**config.mk**
```make
export PLATFORM = sky130hd
export DESIGN_NAME = ex_mem_hilo_stage
export DESIGN_NICKNAME = d
export VERILOG_FILES = /design/src/rtl/mips_pkg.sv /design/src/rtl/hilo_regfile.sv /design/src/rtl/ex_mem_hilo_stage.sv
export SDC_FILE = /design/constraint.sdc
export NUM_CORES = 1
export LEC_CHECK = 0
export BUFFER_PORTS_ARGS = -buffer_cell sky130_fd_sc_hd__buf_2
export CORE_ASPECT_RATIO = 0.6
export CORE_UTILIZATION = 52
export DETAILED_ROUTE_END_ITERATION = 10
export PLACE_DENSITY_LB_ADDON = 0.25
export SETUP_SLACK_MARGIN = 0.15
export SYNTH_ARGS = -nofsm -noshare
export SYNTH_HDL_FRONTEND = slang
export SYNTH_SLANG_ARGS = --single-unit
```
**constraint.sdc**
```tcl
create_clock -name clk -period 3.7 [get_ports clk]
set_input_delay 0 -clock clk [delete_from_list [all_inputs] [get_ports clk]]
set_output_delay 0 -clock clk [all_outputs]
set_load 0.02 [all_outputs]
```
**src/rtl/mips_pkg.sv**
```systemverilog
// rtl/mips_pkg.sv - shared ALU function codes and flag bit positions for the MIPS pipeline
package mips_pkg;

  localparam logic [4:0] FS_MUL = 5'h1E;
  localparam logic [4:0] FS_DIV = 5'h1F;
  localparam logic [4:0] FS_SLL = 5'h0C;
  localparam logic [4:0] FS_SRL = 5'h0D;
  localparam logic [4:0] FS_SRA = 5'h0E;

  // Bit positions inside the packed {C,V,N,Z} flag vector
  localparam int FLAG_C = 3;
  localparam int FLAG_V = 2;
  localparam int FLAG_N = 1;
  localparam int FLAG_Z = 0;

  function automatic logic is_hilo_op(input logic [4:0] fs);
    return (fs == FS_MUL) || (fs == FS_DIV);
  endfunction

endpackage

```
**src/rtl/hilo_regfile.sv**
```systemverilog
// rtl/hilo_regfile.sv - architectural HI/LO register pair written by mul/div results
module hilo_regfile #(
  parameter int DATA_W = 32
) (
  input  logic              clk,
  input  logic              reset,
  input  logic              we,
  input  logic [DATA_W-1:0] wr_hi,
  input  logic [DATA_W-1:0] wr_lo,
  output logic [DATA_W-1:0] hi_q,
  output logic [DATA_W-1:0] lo_q
);

  logic [DATA_W-1:0] hi_d;
  logic [DATA_W-1:0] lo_d;

  always_comb begin
    hi_d = hi_q;
    lo_d = lo_q;
    if (we) begin
      hi_d = wr_hi;
      lo_d = wr_lo;
    end
  end

  always_ff @(posedge clk) begin
    if (reset) begin
      hi_q <= '0;
      lo_q <= '0;
    end else begin
      hi_q <= hi_d;
      lo_q <= lo_d;
    end
  end

endmodule

```
**src/rtl/ex_mem_hilo_stage.sv**
```systemverilog
// rtl/ex_mem_hilo_stage.sv - EX/MEM pipeline register with HI/LO ownership and overflow squash
module ex_mem_hilo_stage
  import mips_pkg::*;
#(
  parameter int DATA_W = 32,
  parameter int REG_AW = 5
) (
  input  logic              clk,
  input  logic              reset,
  input  logic              ex_valid,
  input  logic [4:0]        ex_fs,
  input  logic [DATA_W-1:0] ex_y_hi,
  input  logic [DATA_W-1:0] ex_y_lo,
  input  logic              ex_c,
  input  logic              ex_v,
  input  logic              ex_n,
  input  logic              ex_z,
  input  logic              ex_ov_trap,
  input  logic [REG_AW-1:0] ex_rd,
  input  logic              ex_rf_we,
  input  logic              ex_mem_rd,
  input  logic              ex_mem_wr,
  input  logic [DATA_W-1:0] ex_st_data,
  input  logic              ex_mfhi,
  input  logic              ex_mflo,
  input  logic              stall,
  input  logic              flush,
  output logic              mem_valid,
  output logic [DATA_W-1:0] mem_alu_out,
  output logic [3:0]        mem_flags,
  output logic [REG_AW-1:0] mem_rd,
  output logic              mem_rf_we,
  output logic              mem_mem_rd,
  output logic              mem_mem_wr,
  output logic [DATA_W-1:0] mem_st_data,
  output logic              ov_exc,
  output logic [DATA_W-1:0] hi_q,
  output logic [DATA_W-1:0] lo_q
);

  logic              valid_d, valid_q;
  logic [DATA_W-1:0] alu_out_d, alu_out_q;
  logic [3:0]        flags_d, flags_q;
  logic [REG_AW-1:0] rd_d, rd_q;
  logic              rf_we_d, rf_we_q;
  logic              mem_rd_d, mem_rd_q;
  logic              mem_wr_d, mem_wr_q;
  logic [DATA_W-1:0] st_data_d, st_data_q;
  logic              ov_exc_d, ov_exc_q;

  logic              load;
  logic              hilo_op;
  logic              trap;
  logic              hilo_we;
  logic [DATA_W-1:0] result;

  assign load    = ex_valid && !stall && !flush;
  assign hilo_op = is_hilo_op(ex_fs);
  assign trap    = ex_ov_trap && ex_v;
  // HI/LO commit only on the load edge, so a mul/div held by stall writes exactly once
  assign hilo_we = load && hilo_op;

  always_comb begin
    result = ex_y_lo;
    if (ex_mfhi)      result = hi_q;
    else if (ex_mflo) result = lo_q;
  end

  always_comb begin
    valid_d   = valid_q;
    alu_out_d = alu_out_q;
    flags_d   = flags_q;
    rd_d      = rd_q;
    rf_we_d   = rf_we_q;
    mem_rd_d  = mem_rd_q;
    mem_wr_d  = mem_wr_q;
    st_data_d = st_data_q;
    ov_exc_d  = 1'b0;
    if (flush || (!stall && !ex_valid)) begin
      valid_d  = 1'b0;
      rf_we_d  = 1'b0;
      mem_rd_d = 1'b0;
      mem_wr_d = 1'b0;
    end else if (load) begin
      valid_d          = 1'b1;
      alu_out_d        = result;
      flags_d[FLAG_C]  = ex_c;
      flags_d[FLAG_V]  = ex_v;
      flags_d[FLAG_N]  = ex_n;
      flags_d[FLAG_Z]  = ex_z;
      rd_d             = ex_rd;
      st_data_d        = ex_st_data;
      // A trapped instruction stays valid so MEM/WB see the exception, but loses all side effects
      rf_we_d          = ex_rf_we && !hilo_op && !trap;
      mem_rd_d         = ex_mem_rd && !trap;
      mem_wr_d         = ex_mem_wr && !trap;
      ov_exc_d         = trap;
    end
  end

  always_ff @(posedge clk) begin
    if (reset) begin
      valid_q   <= 1'b0;
      alu_out_q <= '0;
      flags_q   <= '0;
      rd_q      <= '0;
      rf_we_q   <= 1'b0;
      mem_rd_q  <= 1'b0;
      mem_wr_q  <= 1'b0;
      st_data_q <= '0;
      ov_exc_q  <= 1'b0;
    end else begin
      valid_q   <= valid_d;
      alu_out_q <= alu_out_d;
      flags_q   <= flags_d;
      rd_q      <= rd_d;
      rf_we_q   <= rf_we_d;
      mem_rd_q  <= mem_rd_d;
      mem_wr_q  <= mem_wr_d;
      st_data_q <= st_data_d;
      ov_exc_q  <= ov_exc_d;
    end
  end

  hilo_regfile #(.DATA_W(DATA_W)) u_hilo (
    .clk   (clk),
    .reset (reset),
    .we    (hilo_we),
    .wr_hi (ex_y_hi),
    .wr_lo (ex_y_lo),
    .hi_q  (hi_q),
    .lo_q  (lo_q)
  );

  assign mem_valid   = valid_q;
  assign mem_alu_out = alu_out_q;
  assign mem_flags   = flags_q;
  assign mem_rd      = rd_q;
  assign mem_rf_we   = rf_we_q;
  assign mem_mem_rd  = mem_rd_q;
  assign mem_mem_wr  = mem_wr_q;
  assign mem_st_data = st_data_q;
  assign ov_exc      = ov_exc_q;

endmodule
```
==> results of run 1 <==
==> worst max-delay path by stage <==
stage | endpoint | slack, ns
after global placement | u_hilo.lo_q[15] | 1.90
after global routing | mem_rf_we | 2.00
after floorplan | u_hilo.hi_q[0] | 2.52
after CTS | mem_rf_we | 2.16
final | mem_rf_we | 2.05
after detailed placement | u_hilo.lo_q[16] | 1.86
==> metal layers <==
metal  vias up  wire length, microns
met1      2796                  7840
met2       206                  8800
met3        48                  1220
met4         0                   561
li1       2984                     -
met5         -                     0
==> flip-flops by register name (all words and copies together), names as in the netlist <==
signal	count
mem_alu_out	32
mem_st_data	32
mem_rf_we	1
u_hilo.lo_q	32
ov_exc	1
mem_valid	1
mem_rd	5
mem_mem_rd	1
mem_mem_wr	1
mem_flags	4
u_hilo.hi_q	32
==> logic make-up (layout without fill, tap and decap cells) <==
kind of cell	count (synthesis)	in the layout	synth area share
and+or+nand+nor	289	289	0.242
DFF	142	142	0.452
buffers and inverters	56	408	0.0468
muxes	96	96	0.159
AOI/OAI and AO/OA	109	109	0.0995
==> cell type report <==
type	instances	area, sq um	area share
clock buffers	19	453	0.0490
clock inverters	11	93.8	0.0102
multi-input cells	494	3160	0.342
flip-flops and latches	142	2840	0.308
well taps	160	200	0.0217
repair buffers	378	2490	0.270
==> per-stage QoR <==
| stage | hold slack, ns | cells | utilization | cell area, sq um |
|---|---|---|---|---|
| final | 0.0634 | 1204 | 0.802 | 9240 |
| after global routing | 0.0801 | 1204 | 0.802 | 9240 |
| after CTS | 0.0435 | 1204 | 0.802 | 9240 |
| after detailed placement | 0.247 | 1062 | 0.657 | 7570 |
| after global placement | 0.243 | 1062 | 0.657 | 7570 |
| after floorplan | 0.136 | 692 | - | 6290 |
==> critical path: stages <==
cell	delay (ns)
buf_2	0.13
nor3b_4	0.18
buf_4	0.68
nand4_1	0.17
dlygate4sd3_1	0.61
a21oi_1	0.13
==> synth_stat cells, drive strengths merged <==
library cell,instances
mux2i,64
o211ai,32
buf,22
dfxtp,142
mux2,32
a21oi,76
or3b,1
nor3b,1
o21ai,1
nand2b,160
nor3,1
nor2,4
clkbuf,34
nand3,2
nand2,118
nand4,2
==> power breakdown <==
part           switching, mW  internal [mW]
combinational          0.201          0.214
clock                  0.629          0.949
sequential            0.0132           1.56
==> flow_metrics.tcl, run 1 <==
set metrics [dict create \
    vias 6034 \
    path_class "in2reg" \
    start_kind "input pin" \
    period_share 0.446 \
    port_buffers 261 \
    r2r_cells 3 \
    critPathLaunch "stall" \
    cap_violations 0 \
    cts_inserted_buffers 17 \
    synth_top_area_share 0.452 \
    clkLatencyLatePin_ns 0.40 \
    fp-row-count 30 \
    setup_ws_ns 2.05 \
    ys_ff_latch 142 \
    cts_hold_buf 112 \
    postSynthCellCount 692 \
    grt_start_max_net_pins 120 \
    cts_root_buf "clkbuf_16" \
    top_usage_layer "met2" \
    report.final.setup_viol 0 \
    yosys-top-cells-area "dfxtp_1 (45%), nand2b_1 (16%), mux2i_1 (10%)" \
    drtAntennaViolNets 0 \
    drv_slew 0 \
    slew_headroom 0.330 \
    hold_viol 0 \
    post-place-ws_ns 1.86 \
    drive_gt1_frac 0.309 \
    hold_class "in2reg" \
    synth_area_per_cell_sq_um 9.09 \
    reg2reg_to "mem_alu_out[2]" \
    die_y_microns 87.2 \
    skew_ns 0.0101 \
    antenna_found_initial 0 \
    clk_pin_slew_ns 0.05 \
    fin_tns_setup_ns 0 \
    timing.rr.start "u_hilo.lo_q[2]" \
    io_pins 263 \
    synth_top_cell_by_area "dfxtp_1" \
    gp_congestion 0.738 \
    cp.required_ns 4.02 \
    cp.arrival_ns 1.97 \
    via_per_inst 5.01 \
    tightest_slew_ns 1.00 \
    grt_pass1_wl_microns 28300 \
    cellPowerDensity_nw_per_um2 386 \
    p_leak_nw 4.03 \
    hpwl_microns 10200 \
    max_freq_mhz 606 \
    drt_iter0_drc 268 \
    met2_usage 0.504 \
    cts_max_level 4 \
    outcome "completed" \
    fill_cells 744 \
    routedWlPerCell_microns 15.3 \
    worst_setup_path_end_kind "flip-flop" \
    ir_drop_mv 0.350 \
    period_needed_ns 1.65 \
    postCtsSetupRepairBufs 0 \
    ys_warn_count 0 \
    regToRegSetupSlack_ns 2.66 \
    rsz0062_at_grt "false" \
    die_x_microns 144 \
    hp-start "ex_valid" \
    hold_path_end "mem_valid" \
    layout_commonest_cell "buf_2" \
    cts_tree "built" \
    postSynthNetCount 813 \
    use_met3 0.0797 \
    num_antenna_cells 0 \
    drc_errors 0 \
    clkSinkCount 142 \
    gr-usage-all-layers 0.291 \
    syn2layout_area_growth_pct 47.0 \
    netlist_area_sq_um 6290 \
    final_nets 1154 \
    dr.pass1.iters 7 \
    final_cell_mix "buf_2 (260), nand2b_1 (160), dfxtp_1 (142), nand2_1 (118), dlygate4sd3_1 (112)" \
    start_util 0.546 \
    p_total_mw 3.56 \
    cts_resized 0 \
    ys_types 20 \
    grt_pass1_vias 5825 \
    cts_buffer_depth 2 \
    drt-total-wl_microns 18400 \
    synth_seq_area_share 0.452 \
    worst_hold_path.num_cells 3 \
    grt-ovfl-total 0 \
    global_route.usage.met1 0.335 \
    core_area_sq_um 11500 \
    cp_max_fo 77 \
    dieArea_sq_um 12500 \
]
Note: power is estimated with default switching activity, not from simulation.
==> run 2, diff against run 1 <==
--- a/config.mk
+++ b/config.mk
@@ -7,7 +7,7 @@
 export LEC_CHECK = 0
 export BUFFER_PORTS_ARGS = -buffer_cell sky130_fd_sc_hd__buf_2
 export CORE_ASPECT_RATIO = 0.6
-export CORE_UTILIZATION = 52
+export CORE_UTILIZATION = 48
 export DETAILED_ROUTE_END_ITERATION = 10
 export PLACE_DENSITY_LB_ADDON = 0.25
 export SETUP_SLACK_MARGIN = 0.15
==> constraint.sdc (replaced) <==
create_clock -name clk -period 1.7 [get_ports clk]
set_input_delay 0 -clock clk [delete_from_list [all_inputs] [get_ports clk]]
set_output_delay 0 -clock clk [all_outputs]
set_load 0.02 [all_outputs]
==> run 2 against run 1 <==
Sequential power grew 120%. Count of clock-buffer cells in the layout is the same. Critical path depth is the same. Critical path type unchanged. Worst setup slack lost 1.7 ns. Routed wire length grew 2.0%. Via count is essentially flat. Critical endpoint is now mem_mem_wr.
==> flow_metrics.tcl, run 2 (synthesis gave the netlist of run 1 again) <==
set metrics [dict create \
    clkPwrFrac 0.453 \
    p_leak_nw 4.10 \
    ir_drop_mv 0.590 \
    clkLatencyLatePin_ns 0.41 \
    drv_slew 0 \
    post-place-ws_ns 0.316 \
    hold_class "in2reg" \
    drt_iter0_drc 265 \
    max_freq_mhz 741 \
    grt-ovfl-total 0 \
    die_x_microns 150 \
    cp_max_fo 4 \
    cts_inserted_buffers 17 \
    clk_pin_slew_ns 0.07 \
    final_nets 1164 \
    grt_pass1_wl_microns 29900 \
    routedWlPerCell_microns 15.4 \
    cts_tree "built" \
    dr.pass1.iters 4 \
    cts_max_level 4 \
    die_y_microns 90.7 \
    final_cell_mix "buf_2 (260), nand2b_1 (160), dfxtp_1 (142), nand2_1 (118), dlygate4sd3_1 (112)" \
    fp-row-count 31 \
    post-route-util 0.759 \
    cts_buffer_depth 2 \
    gr-usage-all-layers 0.279 \
    drtAntennaViolNets 0 \
    num_antenna_cells 0 \
    via_per_inst 4.94 \
    rsz0062_at_grt "false" \
    slew_headroom 0.635 \
    core_area_sq_um 12400 \
    cp.required_ns 2.03 \
    setup_ws_ns 0.350 \
    outcome "completed" \
    cp.arrival_ns 1.68 \
    dieArea_sq_um 13600 \
    start_kind "input pin" \
    report.final.setup_viol 0 \
    fin_tns_setup_ns 0 \
    io_pins 263 \
    gp_congestion 0.795 \
    period_share 0.794 \
    p_seq_frac 0.430 \
    vias 6035 \
    comb_power_share 0.117 \
    cts_resized 0 \
    cellPowerDensity_nw_per_um2 844 \
    period_needed_ns 1.35 \
    port_buffers 261 \
    switching_share 0.250 \
    grt_start_max_net_pins 70 \
    p_total_mw 7.95 \
    worst_setup_path_end_kind "flip-flop" \
    netSwitchingPower_mw 1.99 \
    drive_gt1_frac 0.316 \
    hold_viol 0 \
    layout_commonest_cell "buf_2" \
    drt-total-wl_microns 18800 \
    drc_errors 0 \
    clkSinkCount 142 \
    grt_pass1_vias 5981 \
    hpwl_microns 11300 \
    cts_hold_buf 112 \
    r2r_cells 3 \
    worst_hold_path.num_cells 2 \
    postCtsSetupRepairBufs 0 \
    antenna_found_initial 0 \
    p_int_mw 5.96 \
    cap_violations 0 \
    syn2layout_area_growth_pct 49.9 \
    path_class "in2reg" \
    cts_root_buf "clkbuf_16" \
    start_util 0.507 \
    tightest_slew_ns 0.541 \
    skew_ns 0.0120 \
]
-- run 2: metal layers --
metal,global-route usage,routed length (microns),vias to the layer above
met1,0.337,8100,2774
met5,0,0,-
li1,-,-,3011
met2,0.471,9000,214
met4,0.102,346,0
met3,0.0783,1340,36
-- run 2: through the flow --
step | hold WS, ns | std cells | cell area, sq um
4_1_cts | 0.0147 | 1221 | 9420
2_1_floorplan | 0.136 | 692 | 6290
6_report | 0.0324 | 1221 | 9420
3_5_place_dp | 0.246 | 1077 | 7730
3_3_place_gp | 0.243 | 1077 | 7730
5_1_grt | 0.0576 | 1221 | 9420
-- run 2: worst paths after layout --
path | slack (ns) | startpoint | to
max | 0.35 | ex_v | mem_mem_wr
min | 0.03 | reset | mem_alu_out[22]
max reg2reg | 0.68 | u_hilo.lo_q[23] | mem_alu_out[23]
min reg2reg | 0.45 | mem_alu_out[23] | mem_alu_out[23]
-- run 2: area by class of cell --
class / instances / area, sq um
clock buffers: 19 / 443
clock inverters: 13 / 128
fillers: 867 / 2990
multi-input cells: 494 / 3160
flip-flops and latches: 142 / 2840
well taps: 165 / 206
repair buffers: 388 / 2640
-- run 2: power groups by stage --
stage	Combinational, mW	Sequential, mW	Clock, mW
finish	0.931	3.42	3.60
global route	1.01	3.42	3.80
CTS	0.916	3.41	3.66
detailed placement	0.713	3.49	0
global placement	0.705	3.49	0
floorplan	0.340	3.56	0
-- run 2: critical path, cell delays in order --
cell and delay [ns]:
dlygate4sd3_1 0.54, buf_2 0.13, nand2_1 0.14, nand3_1 0.10, dlygate4sd3_1 0.58, a21oi_1 0.19
